## src/rtl/ucp_pkg.sv

```systemverilog
// Shared encodings for the multi-cycle register-CPU control unit:
// instruction classes, FSM state codes and datapath mux selects.
package ucp_pkg;

    localparam logic [2:0] CLS_ALU_RR = 3'd0;
    localparam logic [2:0] CLS_ALU_UN = 3'd1;
    localparam logic [2:0] CLS_LD_DIR = 3'd2;
    localparam logic [2:0] CLS_ST_DIR = 3'd3;
    localparam logic [2:0] CLS_LD_IND = 3'd4;
    localparam logic [2:0] CLS_ST_IND = 3'd5;
    localparam logic [2:0] CLS_BRANCH = 3'd6;
    localparam logic [2:0] CLS_HALT   = 3'd7;

    // Codes are exported on Estado, so they are fixed rather than tool-chosen.
    typedef enum logic [3:0] {
        ST_F1  = 4'd0,
        ST_F2  = 4'd1,
        ST_DEC = 4'd2,
        ST_EX  = 4'd3,
        ST_A1  = 4'd4,
        ST_A2  = 4'd5,
        ST_AI  = 4'd6,
        ST_MRD = 4'd7,
        ST_MWR = 4'd8,
        ST_HLT = 4'd9
    } state_t;

    localparam logic [1:0] SELPC_INC  = 2'b00;
    localparam logic [1:0] SELPC_MEM  = 2'b10;

    localparam logic [1:0] SELAR_PC   = 2'b00;
    localparam logic [1:0] SELAR_MEM  = 2'b01;
    localparam logic [1:0] SELAR_REGA = 2'b10;

    localparam logic [3:0] FUN_PASS   = 4'b1000;

endpackage

```

## src/rtl/unidad_control_param_if.sv

```systemverilog
// Memory request/ready handshake between the control unit and memory.
// The controller holds MemReq/MemWe steady until memory answers with MemReady.
interface unidad_control_param_if;

    logic MemReq;
    logic MemWe;
    logic MemReady;

    modport master (
        output MemReq,
        output MemWe,
        input  MemReady
    );

    modport slave (
        input  MemReq,
        input  MemWe,
        output MemReady
    );

endinterface

```

## src/rtl/evaluador_condicion.sv

```systemverilog
// Branch condition: selects a status flag by Fun index (out-of-range selects
// constant 1) and optionally inverts it with the Fun MSB. Purely combinational.
module evaluador_condicion #(
    parameter int FUN_W  = 4,
    parameter int NFLAGS = 4
) (
    input  logic [FUN_W-1:0]  Fun,
    input  logic [NFLAGS-1:0] Flags,
    output logic              taken
);

    logic [FUN_W-2:0] idx;
    logic             cond;

    assign idx = Fun[FUN_W-2:0];

    always_comb begin
        cond = 1'b1;
        for (int i = 0; i < NFLAGS; i++) begin
            if (int'(idx) == i) begin
                cond = Flags[i];
            end
        end
    end

    assign taken = cond ^ Fun[FUN_W-1];

endmodule

```

## src/rtl/unidad_control_param.sv

```systemverilog
// Multi-cycle control FSM: fetch, decode, ALU, direct/indirect load/store, branch, halt.
// Outputs are combinational; memory states wait on MemReady with requests held stable.
module unidad_control_param
    import ucp_pkg::*;
#(
    parameter int INSTR_W = 16,
    parameter int REG_AW  = 3,
    parameter int FUN_W   = 4,
    parameter int NFLAGS  = 4
) (
    input  logic                  Reloj,
    input  logic                  Reiniciar,
    input  logic [INSTR_W-1:0]    Instruccion,
    input  logic [NFLAGS-1:0]     Flags,
    unidad_control_param_if.master mem,
    output logic                  LoadIR,
    output logic                  LoadPC,
    output logic                  LoadAR,
    output logic                  LoadS,
    output logic                  WriteEnable,
    output logic [1:0]            SelectPC,
    output logic [1:0]            SelectAR,
    output logic                  WriteSelect,
    output logic [REG_AW-1:0]     WriteAddress,
    output logic [REG_AW-1:0]     ReadAddressA,
    output logic [REG_AW-1:0]     ReadAddressB,
    output logic [FUN_W-1:0]      Fun,
    output logic                  Halted,
    output logic [3:0]            Estado
);

    localparam int B_LSB   = 0;
    localparam int A_LSB   = REG_AW;
    localparam int D_LSB   = 2 * REG_AW;
    localparam int FUN_LSB = 3 * REG_AW;
    localparam int CLS_LSB = FUN_LSB + FUN_W;

    state_t              state_q;
    state_t              state_d;

    logic [2:0]          cls;
    logic [FUN_W-1:0]    fld_fun;
    logic [REG_AW-1:0]   fld_d;
    logic [REG_AW-1:0]   fld_a;
    logic [REG_AW-1:0]   fld_b;
    logic                br_taken;
    logic                mem_rdy;
    logic                mem_req;
    logic                mem_we;

    assign cls     = Instruccion[CLS_LSB +: 3];
    assign fld_fun = Instruccion[FUN_LSB +: FUN_W];
    assign fld_d   = Instruccion[D_LSB +: REG_AW];
    assign fld_a   = Instruccion[A_LSB +: REG_AW];
    assign fld_b   = Instruccion[B_LSB +: REG_AW];

    assign mem_rdy    = mem.MemReady;
    assign mem.MemReq = mem_req;
    assign mem.MemWe  = mem_we;

    evaluador_condicion #(
        .FUN_W  (FUN_W),
        .NFLAGS (NFLAGS)
    ) u_cond (
        .Fun   (fld_fun),
        .Flags (Flags),
        .taken (br_taken)
    );

    always_ff @(posedge Reloj) begin
        if (Reiniciar) begin
            state_q <= ST_F1;
        end else begin
            state_q <= state_d;
        end
    end

    assign Estado = Reiniciar ? 4'd0 : state_q;

    always_comb begin
        state_d      = state_q;
        mem_req      = 1'b0;
        mem_we       = 1'b0;
        LoadIR       = 1'b0;
        LoadPC       = 1'b0;
        LoadAR       = 1'b0;
        LoadS        = 1'b0;
        WriteEnable  = 1'b0;
        SelectPC     = SELPC_INC;
        SelectAR     = SELAR_PC;
        WriteSelect  = 1'b0;
        WriteAddress = '0;
        ReadAddressA = '0;
        ReadAddressB = '0;
        Fun          = '0;
        Halted       = 1'b0;

        // Reset blanks every output, whatever state the register still holds.
        if (!Reiniciar) begin
            case (state_q)
                ST_F1: begin
                    LoadAR   = 1'b1;
                    SelectAR = SELAR_PC;
                    state_d  = ST_F2;
                end
                ST_F2: begin
                    mem_req = 1'b1;
                    if (mem_rdy) begin
                        LoadIR   = 1'b1;
                        LoadPC   = 1'b1;
                        SelectPC = SELPC_INC;
                        state_d  = ST_DEC;
                    end
                end
                ST_DEC: begin
                    case (cls)
                        CLS_ALU_RR, CLS_ALU_UN:             state_d = ST_EX;
                        CLS_LD_DIR, CLS_ST_DIR, CLS_BRANCH: state_d = ST_A1;
                        CLS_LD_IND, CLS_ST_IND:             state_d = ST_AI;
                        CLS_HALT:                           state_d = ST_HLT;
                        default:                            state_d = ST_HLT;
                    endcase
                end
                ST_EX: begin
                    ReadAddressA = fld_a;
                    ReadAddressB = (cls == CLS_ALU_UN) ? '0 : fld_b;
                    Fun          = fld_fun;
                    WriteAddress = fld_d;
                    WriteEnable  = 1'b1;
                    LoadS        = 1'b1;
                    state_d      = ST_F1;
                end
                ST_A1: begin
                    LoadAR   = 1'b1;
                    SelectAR = SELAR_PC;
                    state_d  = ST_A2;
                end
                ST_A2: begin
                    mem_req = 1'b1;
                    if (mem_rdy) begin
                        LoadPC   = 1'b1;
                        SelectPC = SELPC_INC;
                        case (cls)
                            CLS_LD_DIR: begin
                                LoadAR   = 1'b1;
                                SelectAR = SELAR_MEM;
                                state_d  = ST_MRD;
                            end
                            CLS_ST_DIR: begin
                                LoadAR   = 1'b1;
                                SelectAR = SELAR_MEM;
                                state_d  = ST_MWR;
                            end
                            default: begin
                                // Taken branch loads the target word instead of PC+1.
                                if (br_taken) begin
                                    SelectPC = SELPC_MEM;
                                end
                                state_d = ST_F1;
                            end
                        endcase
                    end
                end
                ST_AI: begin
                    ReadAddressA = fld_a;
                    Fun          = FUN_W'(FUN_PASS);
                    LoadAR       = 1'b1;
                    SelectAR     = SELAR_REGA;
                    state_d      = (cls == CLS_LD_IND) ? ST_MRD : ST_MWR;
                end
                ST_MRD: begin
                    mem_req = 1'b1;
                    if (mem_rdy) begin
                        WriteSelect  = 1'b1;
                        WriteAddress = fld_d;
                        WriteEnable  = 1'b1;
                        state_d      = ST_F1;
                    end
                end
                ST_MWR: begin
                    mem_req      = 1'b1;
                    mem_we       = 1'b1;
                    ReadAddressA = fld_d;
                    if (mem_rdy) begin
                        state_d = ST_F1;
                    end
                end
                ST_HLT: begin
                    Halted = 1'b1;
                end
                default: begin
                    state_d = ST_F1;
                end
            endcase
        end
    end

endmodule

```

## src/flat_wrapper.sv

```systemverilog
// flat-port wrapper written by rule: the top's interface ports become plain ports
module unidad_control_param_flat import ucp_pkg::*;
#(
    parameter int INSTR_W = 16,
    parameter int REG_AW  = 3,
    parameter int FUN_W   = 4,
    parameter int NFLAGS  = 4
)
  (Reloj, Reiniciar, Instruccion, Flags, LoadIR, LoadPC, LoadAR, LoadS, WriteEnable, SelectPC, SelectAR, WriteSelect, WriteAddress, ReadAddressA, ReadAddressB, Fun, Halted, Estado, mem_MemReq, mem_MemWe, mem_MemReady);
  unidad_control_param_if mem_i ();
  input  logic Reloj;
  input  logic Reiniciar;
  input  logic [INSTR_W-1:0] Instruccion;
  input  logic [NFLAGS-1:0] Flags;
  output logic LoadIR;
  output logic LoadPC;
  output logic LoadAR;
  output logic LoadS;
  output logic WriteEnable;
  output logic [1:0] SelectPC;
  output logic [1:0] SelectAR;
  output logic WriteSelect;
  output logic [REG_AW-1:0] WriteAddress;
  output logic [REG_AW-1:0] ReadAddressA;
  output logic [REG_AW-1:0] ReadAddressB;
  output logic [FUN_W-1:0] Fun;
  output logic Halted;
  output logic [3:0] Estado;
  output wire logic [$bits(mem_i.MemReq)-1:0] mem_MemReq;
  output wire logic [$bits(mem_i.MemWe)-1:0] mem_MemWe;
  input wire logic [$bits(mem_i.MemReady)-1:0] mem_MemReady;
  assign mem_MemReq = mem_i.MemReq;
  assign mem_MemWe = mem_i.MemWe;
  assign mem_i.MemReady = mem_MemReady;
  unidad_control_param #(.INSTR_W(INSTR_W), .REG_AW(REG_AW), .FUN_W(FUN_W), .NFLAGS(NFLAGS)) u_core (.Reloj(Reloj), .Reiniciar(Reiniciar), .Instruccion(Instruccion), .Flags(Flags), .mem(mem_i), .LoadIR(LoadIR), .LoadPC(LoadPC), .LoadAR(LoadAR), .LoadS(LoadS), .WriteEnable(WriteEnable), .SelectPC(SelectPC), .SelectAR(SelectAR), .WriteSelect(WriteSelect), .WriteAddress(WriteAddress), .ReadAddressA(ReadAddressA), .ReadAddressB(ReadAddressB), .Fun(Fun), .Halted(Halted), .Estado(Estado));
endmodule
```

## config.mk

```make
export PLATFORM = sky130hd
export DESIGN_NAME = unidad_control_param_flat
export DESIGN_NICKNAME = d
export VERILOG_FILES = /design/src/rtl/ucp_pkg.sv /design/src/rtl/unidad_control_param_if.sv /design/src/rtl/evaluador_condicion.sv /design/src/rtl/unidad_control_param.sv /design/src/flat_wrapper.sv
export SDC_FILE = /design/constraint.sdc
export NUM_CORES = 1
export LEC_CHECK = 0
export CAP_MARGIN = 20
export CORE_MARGIN = 2
export CORE_UTILIZATION = 31
export CTS_CLUSTER_DIAMETER = 150
export DETAILED_ROUTE_END_ITERATION = 6
export GPL_ROUTABILITY_DRIVEN = 0
export PLACE_DENSITY = 0.76
export SLEW_MARGIN = 20
export SYNTH_ARGS = -nofsm -noshare
export SYNTH_HDL_FRONTEND = slang
export SYNTH_HIERARCHICAL = 1
export SYNTH_SLANG_ARGS = --single-unit
export TNS_END_PERCENT = 100
```

## constraint.sdc

```tcl
create_clock -name Reloj -period 1.2 [get_ports Reloj]
set_input_delay 0.12 -clock Reloj [delete_from_list [all_inputs] [get_ports Reloj]]
set_output_delay 0.12 -clock Reloj [all_outputs]
set_load 0.05 [all_outputs]
```

==> results of run 1 <==
## metrics by stage
step / std cells / utilization [%]
after floorplan: 103 / -
after global placement: 210 / 90.4
after detailed placement: 210 / 90.4
## synthesized netlist by cell type, types with 2 or more instances
library cell	count
and2_1	10
nor2_1	10
nand2b_1	9
a21oi_1	5
nor3_1	5
a211oi_1	4
dfxtp_1	4
a22o_1	3
buf_4	3
nand2_1	3
nor2b_1	3
nor4_1	3
o21ai_0	3
buf_2	2
clkbuf_1	2
inv_1	2
nand4bb_1	2
nor2_2	2
o21ai_1	2
## cell families after synthesis
| family | count (synthesis) | synth area share (%) |
|---|---|---|
| other | 1 | 0.508 |
| flip-flops | 4 | 10.8 |
| AND/OR/NAND/NOR | 61 | 52.5 |
| buffers and inverters | 9 | 6.44 |
| XOR/XNOR | 2 | 2.37 |
| AO/OA/AOI/OAI | 25 | 24.2 |
| multiplexers | 1 | 3.05 |
==> metrics.txt, run 1 <==
share of the synthesized area in the top cell type=10.8%; post-synthesis register bit count=4; Ports=53; status=did not finish; row count=17; Die X=52.8 um; Root Buffer=clkbuf_4; clk sinks=4; number of synthesized flops with an enable pin=0; Last stage=clock tree synthesis; PostCTS Resize Cnt=72; distinct cell type count after synthesis=45; async set-reset flop share out of synthesis=0%; Placement Setup Slack=-0.806 ns; stop err=[ERROR DPL-0038] Utilization greater than 100%, impossible to legalize; maximum root-to-sink buffer count=2; Die H=52.8 um; register area share after synthesis=10.8%; # H-tree levels=1; YS warnings=6; Post-Syn Instances=103; leading area contributor after synthesis=dfxtp_1; I/O Buffers=51; syn_area_per_cell=7.17 sq um; Main synth FF type=dfxtp_1; Post-CTS Setup Inserts=15; Placed Area=2020 sq um; largest cells by area after synthesis=dfxtp_1 11%, and2_1 8.5%, nand2b_1 7.6%; syn_nets=126; CTS Buf Count=3; synthesized area=738 sq um; HPWL Detailed=3.08 mm; Initial Utilization=33.1%; hold_buf cts=0
==> run 2, diff against run 1 <==
--- a/config.mk
+++ b/config.mk
@@ -6,12 +6,11 @@
 export NUM_CORES = 1
 export LEC_CHECK = 0
 export CAP_MARGIN = 20
-export CORE_MARGIN = 2
-export CORE_UTILIZATION = 31
-export CTS_CLUSTER_DIAMETER = 150
+export CORE_AREA = 2 2 63 65
 export DETAILED_ROUTE_END_ITERATION = 6
+export DIE_AREA = 0 0 65 67
 export GPL_ROUTABILITY_DRIVEN = 0
-export PLACE_DENSITY = 0.76
+export PLACE_DENSITY_LB_ADDON = 0.15
 export SLEW_MARGIN = 20
 export SYNTH_ARGS = -nofsm -noshare
 export SYNTH_HDL_FRONTEND = slang
==> constraint.sdc (replaced) <==
create_clock -name Reloj -period 1.56 [get_ports Reloj]
set_input_delay 0.156 -clock Reloj [delete_from_list [all_inputs] [get_ports Reloj]]
set_output_delay 0.156 -clock Reloj [all_outputs]
set_load 0.05 [all_outputs]
==> metrics.txt, run 2 <==
CTS Buf Count=3 (unchanged); Die H=67 um (was 52.8 um); layout cells sized above 1=64.2%; clock-pin slew on the worst setup and hold paths=0.04 ns; hold_buf cts=0 (unchanged); share of the synthesized area in the top cell type=10.8% (unchanged); Initial Utilization=20.5% (was 33.1%); Max Slew Vio Count=0; clock skew=0.00582 ns; Root Buffer=clkbuf_8 (was clkbuf_4); WP data arrival=1.51 ns; Die X=65 um (was 52.8 um); crit-path max FO=5; failing checks=negative setup slack; max reg flops=4; period utilisation layout=107%; number of global-route vias before repair=1190; Leak=0.000887 uW; worst setup margin=-0.103 ns; Via density=4.80; Placement Setup Slack=-0.557 ns (was -0.806 ns); GR Util All Layers=16.1%; nets=218; Antenna Nets Post-Route=0; worst vdd ir=0.225 mV; die area=4360 sq um; drt first pass iters=4; post-synthesis register bit count=4 (unchanged); # H-tree levels=1 (unchanged); Crit Path Class=reg -> out; syn_nets=126 (unchanged); YS warnings=6 (unchanged); largest net degree at the start of global routing=11; register area share after synthesis=10.8% (unchanged); CP Launch Type=flop; Worst Hold Class=in -> reg; synthesized area=738 sq um (unchanged); number of synthesized flops with an enable pin=0 (unchanged); fillers=289; clk sinks=4 (unchanged); row count=22 (was 17); Hold Vio Cnt, Final=0; maximum root-to-sink buffer count=2 (unchanged); Max-Cap Viols=0; PwrDens=608 nW/um^2; first-pass GRT wire length=5.48 mm; Post-Syn Instances=103 (unchanged); syn_area_per_cell=7.17 sq um (unchanged); async set-reset flop share out of synthesis=0% (unchanged); # setup viols final=8; Largest regs=u_core/state_q (4); largest cells by area after synthesis=dfxtp_1 11%, and2_1 8.5%, nand2b_1 7.6% (unchanged); register name with the most flops=u_core/state_q; WL final=3.43 mm; leading area contributor after synthesis=dfxtp_1 (unchanged); data required time of the worst path=1.40 ns; Period minus WS final=1.66 ns; most common cell after layout, fill and taps aside=buf_4; Ports=53 (unchanged); crit path capture type=output port; Wirelength per Cell=14.2 um; initial antenna violation count=0; Min Hold Slack=0.593 ns; Post-synth top cells=10 x and2_1, 10 x nor2_1, 9 x nand2b_1 (unchanged); clock latency on the worst-skew pair=0.22 ns; fmax=0.601 GHz; TritonCTS clock tree=yes; distinct cell type count after synthesis=45 (unchanged); RSZ-0062 raised after global routing=yes; commonest cells after routing, fill and taps aside=37 x buf_4, 28 x buf_12, 12 x clkdlybuf4s50_1, 9 x buf_6, 9 x and2_4; I/O Buffers=51 (unchanged); status=complete, but fails checks (was did not finish); HPWL Detailed=2.58 mm (was 3.08 mm); Residual DRC=0; via count=1157; Pwr Total=1310 uW; Starting DRT DRC Count=18; Layout area overhead=192%; diode count=0; GR Overflow Total=0; core area=3610 sq um; Main synth FF type=dfxtp_1 (unchanged)
## run 2: cell counts after synthesis
Identical to the previous run, type by type.
## run 2: final timing paths
path,from,endpoint,slack (ns),cells after the start
worst max-delay path,u_core/state_q[3]$_SDFFE_PP0P_,ReadAddressB[0],-0.10,5
worst min-delay path,Instruccion[15],u_core/state_q[3]$_SDFFE_PP0P_,0.59,4
worst max register to register,u_core/state_q[0]$_SDFFE_PP0P_,u_core/state_q[0]$_SDFFE_PP0P_,0.08,7
worst min register to register,u_core/state_q[3]$_SDFFE_PP0P_,u_core/state_q[2]$_SDFFE_PP0P_,0.64,2
## run 2: area by class of cell
cell class                 count  area, sq um  area share [%]
clock buffer                   3         41.3            1.91
timing repair buffer          94         1120            51.8
multi-input combinational     90          841            39.0
sequential                     4         90.1            4.17
inverter                       2         7.51           0.348
tap                           48         60.1            2.78
## run 2: metal layers
metal	track usage, %	share of wire, %	up-vias
met2	32.0	55	54
met3	3.55	7.5	4
met4	3.99	0.26	0
li1	-	-	555
met5	0	0	-
met1	17.1	37	544
## run 2: through the flow
stage / util [%] / area [sq um] / TNS [ns] / std cells
2_1_floorplan: - / 883 / -1.28 / 103
3_3_place_gp: 51.8 / 1870 / -1.55 / 219
3_5_place_dp: 51.8 / 1870 / -1.93 / 219
4_1_cts: 57.5 / 2070 / -0.656 / 234
5_1_grt: 59.9 / 2160 / -1.07 / 241
6_report: 59.9 / 2160 / -0.467 / 241
## run 2: kinds of logic (layout without fill, tap and decap cells)
family	Yosys count	in the layout	share of synthesized area (%)
flops	4	4	10.8
other cells	1	1	0.508
xor+xnor	2	2	2.37
buf+inv	9	99	6.44
compound gates	25	25	24.2
mux	1	1	3.05
simple gates	61	61	52.5
## run 2: repair_timing
item,4_1_cts,5_1_grt
gates resized for setup,45,7
pin swaps,9,7
setup endpoints to repair,22,21
buffers inserted,12,8
hold endpoints to repair,0,0
## run 2: where the power goes
part	leakage, uW	switching, uW	internal (uW)	total, uW
logic	0.000831	462	476	938
clock network	0.0000216	59.3	165	224
registers	0.0000349	28.2	122	150
## run 2: worst max-delay path, cell delays in order (launching register included)
cell and delay, ns:
dfxtp_2 0.31, nand2b_4 0.14, or2_4 0.29, a211oi_4 0.22
and2_4 0.20, buf_12 0.13
Note: power is estimated with default switching activity, not from simulation.
